### src/rtl/dev_ram_dumper_pkg.sv
// Shared constants for the RAM hex dumper.
// Address width lives with the RAM; states and ASCII live with the dumper.
package pkg_ram;
  localparam int ADDR_W = 16;
endpackage

package pkg_dumper;
  import pkg_ram::*;

  localparam logic [3:0] S_IDLE    = 4'd0;
  localparam logic [3:0] S_ADDR3   = 4'd1;
  localparam logic [3:0] S_ADDR2   = 4'd2;
  localparam logic [3:0] S_ADDR1   = 4'd3;
  localparam logic [3:0] S_ADDR0   = 4'd4;
  localparam logic [3:0] S_COLON   = 4'd5;
  localparam logic [3:0] S_RD      = 4'd6;
  localparam logic [3:0] S_RD_WAIT = 4'd7;
  localparam logic [3:0] S_SPACE   = 4'd8;
  localparam logic [3:0] S_HI      = 4'd9;
  localparam logic [3:0] S_LO      = 4'd10;
  localparam logic [3:0] S_CR      = 4'd11;
  localparam logic [3:0] S_LF      = 4'd12;
  localparam logic [3:0] S_FIN     = 4'd13;

  localparam logic [7:0] CH_CR    = 8'h0D;
  localparam logic [7:0] CH_LF    = 8'h0A;
  localparam logic [7:0] CH_COLON = 8'h3A;
  localparam logic [7:0] CH_SPACE = 8'h20;
endpackage

### src/rtl/dev_ram_dumper_if.sv
// Dumper bundle: control, RAM read port and UART putc port.
// master = dumper side, slave = RAM/UART/controller side.
interface dev_ram_dumper_if;
  import pkg_ram::*;

  logic              start;
  logic [ADDR_W-1:0] base_addr;
  logic [15:0]       len;
  logic              busy;
  logic              done;
  logic              ram_rd;
  logic [ADDR_W-1:0] ram_addr;
  logic [7:0]        ram_rdata;
  logic              putc_en;
  logic              putc_push;
  logic [7:0]        putc_char;

  modport master (
    input  start, base_addr, len,
    input  ram_rdata, putc_en,
    output busy, done,
    output ram_rd, ram_addr,
    output putc_push, putc_char
  );

  modport slave (
    output start, base_addr, len,
    output ram_rdata, putc_en,
    input  busy, done,
    input  ram_rd, ram_addr,
    input  putc_push, putc_char
  );
endinterface

### src/rtl/dev_ram_dumper_hex_ascii.sv
// Nibble to uppercase ASCII hex digit.
// 0-9 -> '0'-'9', A-F -> 'A'-'F'.
module hex_ascii (
  input  logic [3:0] nib,
  output logic [7:0] asc
);
  always_comb begin
    if (nib < 4'd10) asc = {4'h3, nib};
    else             asc = {4'h0, nib} + 8'h37;
  end
endmodule

### src/rtl/dev_ram_dumper.sv
// RAM hex dumper: reads bytes and prints "AAAA: xx xx..\r\n" lines.
// One character per cycle when the UART buffer accepts it.
module dev_ram_dumper
  import pkg_ram::*;
  import pkg_dumper::*;
#(
  parameter int LINE_BYTES = 16
) (
  input logic clk,
  input logic rst,
  dev_ram_dumper_if.master bus
);
  localparam logic [7:0] LB = 8'(LINE_BYTES);

  logic [3:0]        state;
  logic [ADDR_W-1:0] addr;
  logic [15:0]       remaining;
  logic [7:0]        line_cnt;
  logic [7:0]        data;
  logic              done_q;

  logic [3:0] nib;
  logic [7:0] hex_c;
  logic [7:0] chr;
  logic       is_chr;
  logic       push;

  always_comb begin
    nib = 4'h0;
    unique case (state)
      S_ADDR3: nib = addr[15:12];
      S_ADDR2: nib = addr[11:8];
      S_ADDR1: nib = addr[7:4];
      S_ADDR0: nib = addr[3:0];
      S_HI:    nib = data[7:4];
      S_LO:    nib = data[3:0];
      default: nib = 4'h0;
    endcase
  end

  hex_ascii u_hex (
    .nib (nib),
    .asc (hex_c)
  );

  always_comb begin
    chr    = 8'h00;
    is_chr = 1'b1;
    unique case (state)
      S_ADDR3, S_ADDR2,
      S_ADDR1, S_ADDR0,
      S_HI, S_LO: chr = hex_c;
      S_COLON:    chr = CH_COLON;
      S_SPACE:    chr = CH_SPACE;
      S_CR:       chr = CH_CR;
      S_LF:       chr = CH_LF;
      default:    is_chr = 1'b0;
    endcase
  end

  // outputs are gated by rst so an abort silences them immediately
  assign push          = rst & is_chr & bus.putc_en;
  assign bus.putc_push = push;
  assign bus.putc_char = push ? chr : 8'h00;
  assign bus.ram_rd    = rst & (state == S_RD);
  assign bus.ram_addr  = rst ? addr : '0;
  assign bus.busy      = rst & (state != S_IDLE)
                       & (state != S_FIN);
  assign bus.done      = rst & done_q;

  always_ff @(posedge clk) begin
    if (!rst) begin
      state     <= S_IDLE;
      addr      <= '0;
      remaining <= '0;
      line_cnt  <= '0;
      data      <= '0;
      done_q    <= 1'b0;
    end else begin
      done_q <= (state == S_FIN);
      unique case (state)
        S_IDLE: begin
          if (bus.start) begin
            if (bus.len == 16'd0) begin
              state <= S_FIN;
            end else begin
              addr      <= bus.base_addr;
              remaining <= bus.len;
              line_cnt  <= '0;
              state     <= S_ADDR3;
            end
          end
        end
        S_ADDR3: if (bus.putc_en) state <= S_ADDR2;
        S_ADDR2: if (bus.putc_en) state <= S_ADDR1;
        S_ADDR1: if (bus.putc_en) state <= S_ADDR0;
        S_ADDR0: if (bus.putc_en) state <= S_COLON;
        S_COLON: if (bus.putc_en) state <= S_RD;
        S_RD:    state <= S_RD_WAIT;
        S_RD_WAIT: begin
          data  <= bus.ram_rdata;
          state <= S_SPACE;
        end
        S_SPACE: if (bus.putc_en) state <= S_HI;
        S_HI:    if (bus.putc_en) state <= S_LO;
        S_LO: begin
          if (bus.putc_en) begin
            addr      <= addr + 1'b1;
            remaining <= remaining - 16'd1;
            line_cnt  <= line_cnt + 8'd1;
            if (remaining == 16'd1 ||
                (line_cnt + 8'd1) == LB)
              state <= S_CR;
            else
              state <= S_RD;
          end
        end
        S_CR: if (bus.putc_en) state <= S_LF;
        S_LF: begin
          if (bus.putc_en) begin
            if (remaining == 16'd0) begin
              state <= S_FIN;
            end else begin
              line_cnt <= '0;
              state    <= S_ADDR3;
            end
          end
        end
        S_FIN:   state <= S_IDLE;
        default: state <= S_IDLE;
      endcase
    end
  end
endmodule

### src/flat_wrapper.sv
// flat-port wrapper written by rule: the top's interface ports become plain ports
module dev_ram_dumper_flat import pkg_ram::*; import pkg_dumper::*;
#(
  parameter int LINE_BYTES = 16
)
  (clk, rst, bus_start, bus_base_addr, bus_len, bus_ram_rdata, bus_putc_en, bus_busy, bus_done, bus_ram_rd, bus_ram_addr, bus_putc_push, bus_putc_char);
  dev_ram_dumper_if bus_i ();
  input logic clk;
  input logic rst;
  input wire logic [$bits(bus_i.start)-1:0] bus_start;
  input wire logic [$bits(bus_i.base_addr)-1:0] bus_base_addr;
  input wire logic [$bits(bus_i.len)-1:0] bus_len;
  input wire logic [$bits(bus_i.ram_rdata)-1:0] bus_ram_rdata;
  input wire logic [$bits(bus_i.putc_en)-1:0] bus_putc_en;
  output wire logic [$bits(bus_i.busy)-1:0] bus_busy;
  output wire logic [$bits(bus_i.done)-1:0] bus_done;
  output wire logic [$bits(bus_i.ram_rd)-1:0] bus_ram_rd;
  output wire logic [$bits(bus_i.ram_addr)-1:0] bus_ram_addr;
  output wire logic [$bits(bus_i.putc_push)-1:0] bus_putc_push;
  output wire logic [$bits(bus_i.putc_char)-1:0] bus_putc_char;
  assign bus_i.start = bus_start;
  assign bus_i.base_addr = bus_base_addr;
  assign bus_i.len = bus_len;
  assign bus_i.ram_rdata = bus_ram_rdata;
  assign bus_i.putc_en = bus_putc_en;
  assign bus_busy = bus_i.busy;
  assign bus_done = bus_i.done;
  assign bus_ram_rd = bus_i.ram_rd;
  assign bus_ram_addr = bus_i.ram_addr;
  assign bus_putc_push = bus_i.putc_push;
  assign bus_putc_char = bus_i.putc_char;
  dev_ram_dumper #(.LINE_BYTES(LINE_BYTES)) u_core (.clk(clk), .rst(rst), .bus(bus_i));
endmodule
### config.mk
export PLATFORM = sky130hd
export DESIGN_NAME = dev_ram_dumper_flat
export DESIGN_NICKNAME = d
export VERILOG_FILES = /design/src/rtl/dev_ram_dumper_pkg.sv /design/src/rtl/dev_ram_dumper_if.sv /design/src/rtl/dev_ram_dumper_hex_ascii.sv /design/src/rtl/dev_ram_dumper.sv /design/src/flat_wrapper.sv
export SDC_FILE = /design/constraint.sdc
export NUM_CORES = 1
export LEC_CHECK = 0
export ABC_CLOCK_PERIOD_IN_PS = 3420
export CORE_MARGIN = 2
export CORE_UTILIZATION = 55
export CTS_BUF_LIST = sky130_fd_sc_hd__clkbuf_2 sky130_fd_sc_hd__clkbuf_4 sky130_fd_sc_hd__clkbuf_8
export DETAILED_ROUTE_END_ITERATION = 8
export GPL_TIMING_DRIVEN = 0
export PLACE_DENSITY = 0.84
export SYNTH_ARGS = -nofsm -noshare
export SYNTH_HDL_FRONTEND = slang
export SYNTH_HIERARCHICAL = 1
export SYNTH_SLANG_ARGS = --single-unit
### constraint.sdc
create_clock -name clk -period 3.42 [get_ports clk]
set_clock_uncertainty 0.15 [all_clocks]
set_input_delay 0.342 -clock clk [delete_from_list [all_inputs] [get_ports clk]]
set_output_delay 0.342 -clock clk [all_outputs]
set_load 0.03 [all_outputs]
Word level (Yosys, flattened, before mapping)
Cells that the tools add are included.
W data, S select, Z words.
{"block": "totals", "register_bits": 53, "elab_cells": 93}
{"block": "op_classes", "n_addsub": 4, "n_mux": 35, "n_reduce_logical": 12, "n_bitwise": 6, "eq_ne": 29, "order_cmp": 1}
{"cell": "$mux W16", "count": 7}
{"cell": "$pmux W16 S2", "count": 2}
{"cell": "$mux W4", "count": 14}
{"cell": "$pmux W4 S13", "count": 1}
{"cell": "$mux W8", "count": 5}
{"cell": "$pmux W7 S5", "count": 1}
{"cell": "$logic_not A16 Y1", "count": 2}
{"cell": "$ne A2 B2 Y1 const B", "count": 13}
{"cell": "$eq A4 B4 Y1 const B", "count": 6}
{"cell": "$pmux W4 S6", "count": 1}
{"cell": "$pmux W8 S3", "count": 1}
{"cell": "$add A16 B1 Y16 const B", "count": 1}
{"cell": "$eq A16 B1 Y1 const B", "count": 1}
{"cell": "$eq A4 B3 Y1 const B", "count": 4}
{"cell": "$sub A16 B1 Y16 const B", "count": 1}
{"cell": "$mux W7", "count": 2}
{"cell": "$reduce_and A11 Y1", "count": 1}
{"cell": "$reduce_or A10 Y1", "count": 1}
{"cell": "$add A8 B1 Y8 const B", "count": 1}
{"cell": "$eq A4 B2 Y1 const B", "count": 2}
{"cell": "$eq A8 B5 Y1 const B", "count": 1}
{"cell": "$add A4 B6 Y7 const B", "count": 1}
{"cell": "$and A1 B1 Y1", "count": 6}
{"cell": "$reduce_and A6 Y1", "count": 1}
{"cell": "11 further kinds", "count": 11}

Logic depth before layout (Yosys ltp)
Gate-level depths: netlist of the first run.
{"block": "depth", "depth_word": 6, "depth_mapped": 16}

Cells and area by module
The synthesis of the first run kept the hierarchy.
{"mod": "dev_ram_dumper", "instances": 1, "area_each_um2": 3923.8, "cells_each": 566, "seq_area_each_um2": 1061.0}
{"mod": "hex_ascii", "instances": 1, "area_each_um2": 106.4, "cells_each": 16, "seq_area_each_um2": 0.0}

Worst setup path before layout of the first run
OpenSTA, ideal clock, no wires.
{"block": "synth_timing", "kind": "flip-flop to output port", "startpoint": "register u_core.state[3]", "endpoint": "output port bus_putc_char[1]", "path_slack_ns": 0.017, "t_required_ns": 2.928, "arrival_time_ns": 2.911, "path_stages_with_launch": 15, "path_buffers": 3, "cell_sequence": "dfxtp_1 -> buf_2 -> buf_2 -> buf_1 -> nand2_1 -> nor2_1 -> a21oi_1 -> o21ai_0 -> inv_1 -> ha_1 -> a21oi_1 -> nor2_1 -> nor2_1 -> nor2_1 -> nor3_1"}
{"block": "synth_between", "elab_chain_len": 6, "elab_cells_between_ends": 21, "cone_classes": "1 x add/sub; 1 x order compare; 10 x eq/ne; 5 x mux; 2 x bitwise; 2 x reduce/logical"}
{"item": "start: declaration", "line_no": "dev_ram_dumper.sv:15", "text": "logic [3:0] state;"}
{"item": "start signal: assignment", "line_no": "dev_ram_dumper.sv:73", "text": "state <= S_IDLE;"}
{"item": "start signal: assignment", "line_no": "dev_ram_dumper.sv:85", "text": "state <= S_FIN;"}
{"item": "start signal: assignment", "line_no": "dev_ram_dumper.sv:90", "text": "state <= S_ADDR3;"}
{"item": "$eq A4 B4 Y1, or another cell as far along", "line_no": "dev_ram_dumper.sv:30", "text": "unique case (state)"}
{"item": "$pmux W4 S6 (*)", "line_no": "dev_ram_dumper.sv:30"}
{"item": "net u_core.nib[1]", "line_no": "dev_ram_dumper.sv:22", "text": "logic [3:0] nib;"}
{"item": "$add A4 B6 Y7 / $lt A4 B4 Y1 (equally long branches)", "line_no": "dev_ram_dumper_hex_ascii.sv:9, dev_ram_dumper_hex_ascii.sv:8"}
{"item": "$mux W7 (*)", "line_no": "dev_ram_dumper_hex_ascii.sv:8", "text": "if (nib < 4'd10) asc = {4'h3, nib};"}
{"item": "net u_core.hex_c[1]", "line_no": "dev_ram_dumper.sv:23", "text": "logic [7:0] hex_c;"}
{"item": "$pmux W7 S5 (*)", "line_no": "dev_ram_dumper.sv:49", "text": "unique case (state)"}
{"item": "$mux W7 (*)", "line_no": "dev_ram_dumper.sv:64", "text": "assign bus.putc_char = push ? chr : 8'h00;"}
{"item": "end: declaration", "line_no": "flat_wrapper.sv:20", "text": "output wire logic [$bits(bus_i.putc_char)-1:0] bus_putc_char;"}
The timed path passes the listed nets; every way through them passes the cells marked *.

Worst setup path in the final report of the first run
{"block": "layout_timing", "startpoint": "register u_core.state[1]", "endpoint": "output port bus_putc_char[4]"}
Same word-level chain as after synthesis.

==> tab_implementation.tex, run 1 <==
\begin{tabular}{lr}
\hline
Metric & Value \\
\hline
\multicolumn{2}{l}{\textbf{Finish}} \\
\quad Proportion of layout cells with a drive suffix above 1 & 14.50\% \\
\quad Commonest cells after routing, fill and taps aside & sky130\_fd\_sc\_hd\_\_nand2\_1, sky130\_fd\_sc\_hd\_\_a21oi\_1, sky130\_fd\_sc\_hd\_\_clkdlybuf4s50\_1 \\
\quad Fillers & 611 \\
\quad Number of non-filler instances in the completed layout & 761 \\
\quad Number of inserted diodes & 0 \\
\quad Final net count & 712 \\
\quad Most frequent standard cell in the layout excluding fill and tap cells & sky130\_fd\_sc\_hd\_\_nand2\_1 \\
\quad Synthesis-to-layout area growth & 29.03\% \\
\quad Storage element area & 0.001069 sq mm \\
\quad Multi-input gate area in the final layout & 0.002791 sq mm \\
\multicolumn{2}{l}{\textbf{Placement}} \\
\quad Placer's final routability congestion estimate & 0.9325 \\
\quad Count of input and output buffers & 70 \\
\quad Inst Count DP & 751 \\
\quad Final HPWL DP & 10.48 mm \\
\multicolumn{2}{l}{\textbf{Hold path}} \\
\quad Hold path endpoint & u\_core/data[5]\$\_SDFFE\_PN0P\_ \\
\quad Startpoint of the most critical hold path & u\_core/data[5]\$\_SDFFE\_PN0P\_ \\
\quad Class of the tightest hold or removal check & reg2reg \\
\quad Count of cells along the worst hold path & 2 \\
\multicolumn{2}{l}{\textbf{Global route}} \\
\quad Maximum number of pins on one net before global-route repair & 15 \\
\quad GRT Resource Usage Total & 36.14\% \\
\quad Number of global-route vias before repair & 4,478 \\
\quad First-pass GRT wire length & 22.36 mm \\
\quad Number of antenna violations at the first check in global routing & 0 \\
\quad Residual overflow from global routing & 0 \\
\multicolumn{2}{l}{\textbf{Synthesis}} \\
\quad Count of flip-flops with a built-in enable after synthesis & 0 \\
\quad Multiplexer fraction of the synthesized cell area & 1.770\% \\
\quad Synthesis Warnings & 6 \\
\quad Synthesized instance count & 582 \\
\quad Area share of xor/xnor cells in the synthesized design & 0.2173\% \\
\quad Average cell area after synthesis & 6.925 sq um \\
\quad Simple logic cell fraction of the synthesized area & 32.41\% \\
\quad Sequential area share after synthesis & 26.33\% \\
\quad Synth Area in Compound Gates & 30.33\% \\
\quad Most used DFF post-synth & sky130\_fd\_sc\_hd\_\_dfxtp\_1 \\
\quad Unique masters post-synth & 72 \\
\quad Fraction of registers with async set or reset after synthesis & 0\% \\
\quad Total nets after synthesis & 631 \\
\quad Share of the synthesized area in the top cell type & 26.33\% \\
\quad Adder-cell share of the synthesized area & 1.552\% \\
\quad Cell area after synthesis & 0.004030 sq mm \\
\quad Largest cells by area after synthesis & sky130\_fd\_sc\_hd\_\_dfxtp\_1, sky130\_fd\_sc\_hd\_\_nand2\_1, sky130\_fd\_sc\_hd\_\_a21oi\_1 \\
\quad Count of state elements after synthesis & 53 \\
\quad Leading area contributor after synthesis & sky130\_fd\_sc\_hd\_\_dfxtp\_1 \\
\quad Combinational family with the most area after synthesis & simple AND/OR/NAND/NOR gates \\
\multicolumn{2}{l}{\textbf{Critical path}} \\
\quad Critical path's top delay family & buffers and inverters \\
\quad Setup crit start kind & flip-flop \\
\quad Critical Path AT & 2850 ps \\
\quad Worst-path maximum fanout & 10 \\
\quad Crit path buffers/inverters & 5 \\
\quad Chain of cells forming the critical path & buf\_6, buf\_8, buf\_8, nor3b\_4, a21oi\_2, o221ai\_2, inv\_1, ha\_4, and2b\_1, o21ai\_2, nor2b\_2, o21ai\_1, a21oi\_1, a21oi\_1, nor2\_1, buf\_4 \\
\quad Worst reg2reg path depth & 7 \\
\quad Slowest library cell on the worst path & sky130\_fd\_sc\_hd\_\_dfxtp\_4 \\
\quad Data required time at the worst endpoint & 2930 ps \\
\quad Kind of capture point of the worst setup path & output port \\
\quad Worst-case register-to-register setup slack & 1090 ps \\
\quad Capture point of the worst reg-to-reg path & u\_core/remaining[12]\$\_SDFFE\_PN0P\_ \\
\quad Critical setup path kind & reg2out \\
\quad Startpoint of the most critical register-to-register path & u\_core/remaining[0]\$\_SDFFE\_PN0P\_ \\
\quad Stage delay of the slowest cell on the critical path & 370 ps \\
\multicolumn{2}{l}{\textbf{STA}} \\
\quad Setup repair after global routing missed its margin & yes \\
\quad Max Fclk & 299.5 MHz \\
\quad Measured slew at the worst slew-check pin & 787.2 ps \\
\quad Endpoints failing hold & 0 \\
\quad Share of the clock period used by the worst path & 97.63\% \\
\quad Normalized max-slew margin & 47.52\% \\
\quad Setup Viol. Count Final & 0 \\
\quad Clock period minus final worst setup slack & 3339 ps \\
\quad Max-slew violation count & 0 \\
\multicolumn{2}{l}{\textbf{Routing}} \\
\quad Routed wire length & 14.70 mm \\
\quad DR vias/cell & 6.516 \\
\quad DR vias & 4,959 \\
\quad First-pass iteration count of the detailed router & 5 \\
\quad Antenna viol nets, final & 0 \\
\quad DRC violations left & 0 \\
\quad Routed WL per cell & 19.32 um \\
\quad Initial detailed-routing violation count & 580 \\
\multicolumn{2}{l}{\textbf{Power}} \\
\quad Worst VDD drop & 0.0002784 V \\
\quad Leak & 1.900 nW \\
\quad Cell Pwr Density & 305.0 mW/mm\^{}2 \\
\quad Total Power Consumption & 1.586 mW \\
\multicolumn{2}{l}{\textbf{Clock tree}} \\
\quad Number of buffers created by CTS & 5 \\
\quad CTS clock-pin slew for the worst setup and hold paths & 100 ps \\
\quad TritonCTS clock tree & yes \\
\quad Number of levels the H-tree was split into & 2 \\
\quad Cell at the root of the clock tree & sky130\_fd\_sc\_hd\_\_clkbuf\_8 \\
\quad Clock latency at the later pin of the worst-skew pair & 310 ps \\
\quad Count of hold buffers inserted by post-cts repair & 0 \\
\quad Maximum clock insertion buffer count & 2 \\
\quad Number of sinks handled by clock tree synthesis & 53 \\
\multicolumn{2}{l}{\textbf{Floorplan}} \\
\quad Number of standard-cell rows in the floorplan & 31 \\
\quad Starting utilization of the core area & 56.16\% \\
\quad Chip Height & 89.60 um \\
\quad Horizontal die dimension & 89.60 um \\
\quad Core outline area & 0.007176 sq mm \\
\quad Boundary Pins & 72 \\
\quad Die area & 0.008028 sq mm \\
\multicolumn{2}{l}{\textbf{Status}} \\
\quad Result of the run & complete, no violations \\
\multicolumn{2}{l}{\textbf{Job}} \\
\quad Number of max-cap violations & 0 \\
\hline
\end{tabular}
layer usage:
| layer | track usage [%] | part of all wire [%] |
|---|---|---|
| met5 | 0 | 0 |
| met1 | 48.96 | 40 |
| met3 | 5.759 | 11 |
| met2 | 56.62 | 46 |
| met4 | 16.28 | 3.3 |
flip-flops by register name, indices dropped and copies added, names as in the netlist:
name              cells
u_core/addr          16
u_core/data           8
u_core/done_q         1
u_core/line_cnt       8
u_core/remaining     16
u_core/state          4
power breakdown:
part           total (mW)  switching [mW]  internal (mW)
clock network       0.348           0.212          0.136
registers           0.706          0.0522          0.653
logic               0.532           0.305          0.227
timing repair:
| item | in CTS | in global routing |
|---|---|---|
| buffers inserted | 3 | 2 |
| pin swaps | 4 | 5 |
| setup endpoints to repair | 7 | 8 |
| gates resized for setup | 71 | 53 |
cell usage after synthesis (3+ instances only):
library cell / count
sky130_fd_sc_hd__a21oi_1: 66
sky130_fd_sc_hd__a22o_1: 4
sky130_fd_sc_hd__a31oi_1: 12
sky130_fd_sc_hd__a41oi_1: 3
sky130_fd_sc_hd__and2_1: 17
sky130_fd_sc_hd__and3_1: 7
sky130_fd_sc_hd__buf_1: 7
sky130_fd_sc_hd__buf_2: 19
sky130_fd_sc_hd__buf_4: 3
sky130_fd_sc_hd__clkbuf_1: 14
sky130_fd_sc_hd__dfxtp_1: 53
sky130_fd_sc_hd__ha_1: 5
sky130_fd_sc_hd__inv_1: 19
sky130_fd_sc_hd__mux2i_1: 6
sky130_fd_sc_hd__nand2_1: 96
sky130_fd_sc_hd__nand3_1: 21
sky130_fd_sc_hd__nand3b_1: 3
sky130_fd_sc_hd__nand4_1: 6
sky130_fd_sc_hd__nor2_1: 52
sky130_fd_sc_hd__nor2b_1: 7
sky130_fd_sc_hd__nor3_1: 18
sky130_fd_sc_hd__nor3b_1: 3
sky130_fd_sc_hd__nor3b_2: 3
sky130_fd_sc_hd__nor4_1: 7
sky130_fd_sc_hd__o211ai_1: 6
sky130_fd_sc_hd__o21a_1: 6
sky130_fd_sc_hd__o21ai_0: 39
sky130_fd_sc_hd__o21ai_1: 3
sky130_fd_sc_hd__o221a_2: 5
sky130_fd_sc_hd__o221ai_1: 4
sky130_fd_sc_hd__o22ai_1: 4
sky130_fd_sc_hd__o31ai_1: 9
sky130_fd_sc_hd__o32ai_1: 3
sky130_fd_sc_hd__or3_1: 3
per-stage QoR:
stage | setup WS [ps] | util, % | hold WS, ps | setup TNS [ps] | instance area, sq um
global placement | -853.6 | 67.65 | 295.2 | -4362 | 4855
floorplan | 17.17 | - | 281.5 | 0 | 4030
detailed placement | -899.0 | 67.65 | 299.1 | -4559 | 4855
CTS | -79.51 | 70.27 | 312.0 | -79.51 | 5042
finish | 80.89 | 72.47 | 317.5 | 0 | 5200
global route | -69.62 | 72.47 | 334.3 | -75.77 | 5200
worst max-delay path by stage:
| stage | cells after the start | end | from |
|---|---|---|---|
| after floorplan | 14 | bus_putc_char[1] | u_core/state[3]$_SDFFE_PN0P_ |
| after global placement | 17 | bus_putc_char[4] | u_core/state[3]$_SDFFE_PN0P_ |
| after detailed placement | 17 | bus_putc_char[4] | u_core/state[3]$_SDFFE_PN0P_ |
| after CTS | 16 | bus_putc_char[4] | u_core/state[2]$_SDFFE_PN0P_ |
| after global routing | 17 | bus_putc_char[4] | u_core/state[2]$_SDFFE_PN0P_ |
| final | 16 | bus_putc_char[4] | u_core/state[1]$_SDFFE_PN0P_ |
final cells by class:
type	instances	area share [%]
Multi-Input combinational cell	464	53.68
Sequential cell	53	20.55
Timing Repair Buffer	75	13.91
Buffer	44	6.569
Tap cell	99	2.382
Inverter	20	1.492
Clock buffer	5	1.323
Clock inverter	1	0.09625
cell families (layout without fill, tap and decap cells):
logic type,count (synthesis),in the layout
AOI/OAI and AO/OA,190,190
xor gates and xnor gates,1,1
adders and majority gates,5,5
buffers and inverters,65,145
DFF,53,53
muxes,7,7
other,1,1
and+or+nand+nor,260,260
worst reg2reg max path, stage by stage (launching register included):
cell and delay [ps]:
sky130_fd_sc_hd__dfxtp_1 370, sky130_fd_sc_hd__inv_1 100, sky130_fd_sc_hd__ha_1 190, sky130_fd_sc_hd__nor3b_2 640, sky130_fd_sc_hd__nand3_1 190, sky130_fd_sc_hd__or3_1 340, sky130_fd_sc_hd__a21oi_1 150, sky130_fd_sc_hd__o32ai_1 90
Power figures use the tool's default switching activity.
==> run 2: changes to the inputs <==
Settings changed: TNS_END_PERCENT set to 20.
==> tab_implementation.tex, run 2 (synthesized netlist as in run 1, its figures left out) <==
\begin{tabular}{lr}
\hline
Metric & Value \\
\hline
\multicolumn{2}{l}{\textbf{Floorplan}} \\
\quad Core outline area & 0.007176 sq mm (unchanged) \\
\quad Horizontal die dimension & 89.60 um (unchanged) \\
\quad Starting utilization of the core area & 56.16\% (unchanged) \\
\quad Die area & 0.008028 sq mm (unchanged) \\
\quad Chip Height & 89.60 um (unchanged) \\
\quad Boundary Pins & 72 (unchanged) \\
\quad Number of standard-cell rows in the floorplan & 31 (unchanged) \\
\multicolumn{2}{l}{\textbf{Clock tree}} \\
\quad Number of sinks handled by clock tree synthesis & 53 (unchanged) \\
\quad Maximum clock insertion buffer count & 2 (unchanged) \\
\quad Number of buffers created by CTS & 5 (unchanged) \\
\quad Cell at the root of the clock tree & sky130\_fd\_sc\_hd\_\_clkbuf\_8 \\
\quad Clock latency at the later pin of the worst-skew pair & 310 ps (about the same) \\
\quad Count of hold buffers inserted by post-cts repair & 0 (unchanged) \\
\quad Number of levels the H-tree was split into & 2 (unchanged) \\
\quad CTS clock-pin slew for the worst setup and hold paths & 100 ps (about the same) \\
\quad TritonCTS clock tree & yes \\
\multicolumn{2}{l}{\textbf{Finish}} \\
\quad Final net count & 725 (+1.8\%) \\
\quad Proportion of layout cells with a drive suffix above 1 & 16.00\% (+1.5 points) \\
\quad Commonest cells after routing, fill and taps aside & sky130\_fd\_sc\_hd\_\_nand2\_1, sky130\_fd\_sc\_hd\_\_a21oi\_1, sky130\_fd\_sc\_hd\_\_clkdlybuf4s50\_1 \\
\quad Number of non-filler instances in the completed layout & 774 (+1.7\%) \\
\quad Largest registers & u\_core/addr: 16 flops, u\_core/remaining: 16 flops \\
\quad Synthesis-to-layout area growth & 31.61\% \\
\quad Number of inserted diodes & 0 (unchanged) \\
\quad Most frequent standard cell in the layout excluding fill and tap cells & sky130\_fd\_sc\_hd\_\_nand2\_1 \\
\quad Final std cell area, no fill & 0.005304 sq mm (+2.0\%) \\
\quad Post-Route Utilization & 73.91\% (+1.4 points) \\
\multicolumn{2}{l}{\textbf{Critical path}} \\
\quad Startpoint of the most critical register-to-register path & u\_core/remaining[0]\$\_SDFFE\_PN0P\_ \\
\quad Worst-case register-to-register setup slack & 1060 ps (-30 ps) \\
\quad Chain of cells forming the critical path & buf\_6, buf\_8, nand2\_1, nor2\_2, a22oi\_2, o221ai\_2, inv\_1, ha\_4, and2b\_1, o21ai\_2, nor2b\_2, o21ai\_1, a21oi\_1, a21oi\_1, nor2\_1, buf\_4 \\
\quad Critical setup path kind & reg2out \\
\quad Data required time at the worst endpoint & 2930 ps (about the same) \\
\quad Slowest library cell on the worst path & sky130\_fd\_sc\_hd\_\_dfxtp\_1 \\
\quad Critical Path AT & 2940 ps (+90 ps) \\
\quad Cell type with the highest occurrence count on the critical path & sky130\_fd\_sc\_hd\_\_a21oi\_1 \\
\quad Kind of capture point of the worst setup path & output port \\
\quad Worst reg2reg path depth & 7 (unchanged) \\
\quad Capture point of the worst reg-to-reg path & u\_core/remaining[12]\$\_SDFFE\_PN0P\_ \\
\quad Setup crit start kind & flip-flop \\
\quad Stage delay of the slowest cell on the critical path & 350 ps (-20 ps) \\
\quad Worst-path maximum fanout & 10 (unchanged) \\
\multicolumn{2}{l}{\textbf{STA}} \\
\quad Setup Viol. Count Final & 2 (+2) \\
\quad Final worst setup slack & -15.42 ps (-96.32 ps) \\
\quad Clock period minus final worst setup slack & 3435 ps (+96.32 ps) \\
\quad Endpoints failing hold & 0 (unchanged) \\
\quad Max-slew violation count & 0 (unchanged) \\
\quad Setup repair after global routing missed its margin & yes \\
\quad Share of the clock period used by the worst path & 100.5\% (+2.8 points) \\
\quad Measured slew at the worst slew-check pin & 754.9 ps (-32.28 ps) \\
\quad Max Fclk & 291.1 MHz (-2.8\%) \\
\quad Hold Worst Slack & 315.2 ps (-2.279 ps) \\
\quad Total Neg Setup Slack & -16.65 ps (-16.65 ps) \\
\quad Normalized max-slew margin & 49.67\% (+2.2 points) \\
\multicolumn{2}{l}{\textbf{Hold path}} \\
\quad Startpoint of the most critical hold path & u\_core/data[5]\$\_SDFFE\_PN0P\_ \\
\quad Hold path endpoint & u\_core/data[5]\$\_SDFFE\_PN0P\_ \\
\quad Class of the tightest hold or removal check & reg2reg \\
\quad Count of cells along the worst hold path & 2 (unchanged) \\
\multicolumn{2}{l}{\textbf{Status}} \\
\quad Violated checks & setup timing \\
\quad Result of the run & complete, but fails checks \\
\multicolumn{2}{l}{\textbf{Routing}} \\
\quad DR vias & 5,021 (+1.3\%) \\
\quad DRC violations left & 0 (unchanged) \\
\quad Antenna viol nets, final & 0 (unchanged) \\
\quad Initial detailed-routing violation count & 485 (-16\%) \\
\quad Routed wire length & 14.96 mm (+1.7\%) \\
\quad Routed WL per cell & 19.32 um (about the same) \\
\quad DR vias/cell & 6.487 (-0.45\%) \\
\quad First-pass iteration count of the detailed router & 5 (unchanged) \\
\multicolumn{2}{l}{\textbf{Job}} \\
\quad Number of max-cap violations & 0 (unchanged) \\
\multicolumn{2}{l}{\textbf{Placement}} \\
\quad DP Worst Slack & -899.0 ps (unchanged) \\
\quad Final HPWL DP & 10.48 mm (unchanged) \\
\quad Count of input and output buffers & 70 (unchanged) \\
\quad Cell area reported after detailed placement & 0.004855 sq mm (unchanged) \\
\quad Inst Count DP & 751 (unchanged) \\
\quad Placer's final routability congestion estimate & 0.9325 (unchanged) \\
\multicolumn{2}{l}{\textbf{Global route}} \\
\quad GRT Resource Usage Total & 36.07\% (-0.071 points) \\
\quad Number of global-route vias before repair & 4,447 (-0.69\%) \\
\quad Number of antenna violations at the first check in global routing & 0 (unchanged) \\
\quad Global routing met3 resource utilization & 5.667\% (-0.091 points) \\
\quad First-pass GRT wire length & 22.28 mm (-0.34\%) \\
\quad Maximum number of pins on one net before global-route repair & 15 (unchanged) \\
\quad Residual overflow from global routing & 0 (unchanged) \\
\quad Busiest layer in global routing & met2 \\
\quad Met1 usage & 48.91\% (-0.055 points) \\
\quad Met2 demand-to-capacity share in global routing & 56.28\% (-0.33 points) \\
\multicolumn{2}{l}{\textbf{Power}} \\
\quad Cell Pwr Density & 303.6 mW/mm\^{}2 (-0.46\%) \\
\quad Total Power Consumption & 1.610 mW (+1.5\%) \\
\quad Leak & 1.974 nW (+3.9\%) \\
\quad Worst VDD drop & 0.0002872 V (+3.2\%) \\
\hline
\end{tabular}
-- run 2: report_power, final --
| part | internal, mW | leakage, nW | total [mW] | switching [mW] |
|---|---|---|---|---|
| sequential | 0.653 | 0.434 | 0.705 | 0.0520 |
| clock | 0.136 | 0.0399 | 0.347 | 0.212 |
| combinational | 0.247 | 1.50 | 0.557 | 0.311 |
-- run 2: worst max-delay path by stage --
stage,startpoint,cells after the start,slack [ps],endpoint
after floorplan,u_core/state[3]$_SDFFE_PN0P_,14,20,bus_putc_char[1]
after global placement,u_core/state[3]$_SDFFE_PN0P_,17,-850,bus_putc_char[4]
after detailed placement,u_core/state[3]$_SDFFE_PN0P_,17,-900,bus_putc_char[4]
after CTS,u_core/state[1]$_SDFFE_PN0P_,15,-200,bus_putc_char[2]
after global routing,u_core/state[1]$_SDFFE_PN0P_,14,-110,bus_putc_char[0]
final,u_core/state[2]$_SDFFE_PN0P_,16,-20,bus_putc_char[4]
-- run 2: layout make-up --
type                    count  area, sq um
plain buffers              44        330.3
clock buffers               5        68.82
clock inverters             1        5.005
fillers                   604         1872
inverters                  20        75.07
multi-input cells         464         2796
flip-flops and latches     53         1069
well taps                  99        123.9
repair buffers             88        835.8
-- run 2: worst max-delay path, delay by kind of cell, from the launching register on --
family                     cells  cell delay [ps]
DFF                            1              350
adders and majority gates      1              180
AOI/OAI and AO/OA              6              760
and+or+nand+nor                5              720
buffers and inverters          4              620
-- run 2: timing repair --
item / CTS / global route
pin swaps: 2 / 9
buffers inserted: 1 / 16
gates cloned: 0 / 1
gates resized for setup: 49 / 72
endpoints found under the setup margin: 7 / 8
-- run 2: per-layer routing --
| layer | wire length (um) | vias up |
|---|---|---|
| met3 | 1457 | 54 |
| met1 | 6141 | 2351 |
| met5 | 0 | - |
| met2 | 6835 | 317 |
| li1 | - | 2299 |
| met4 | 522 | 0 |
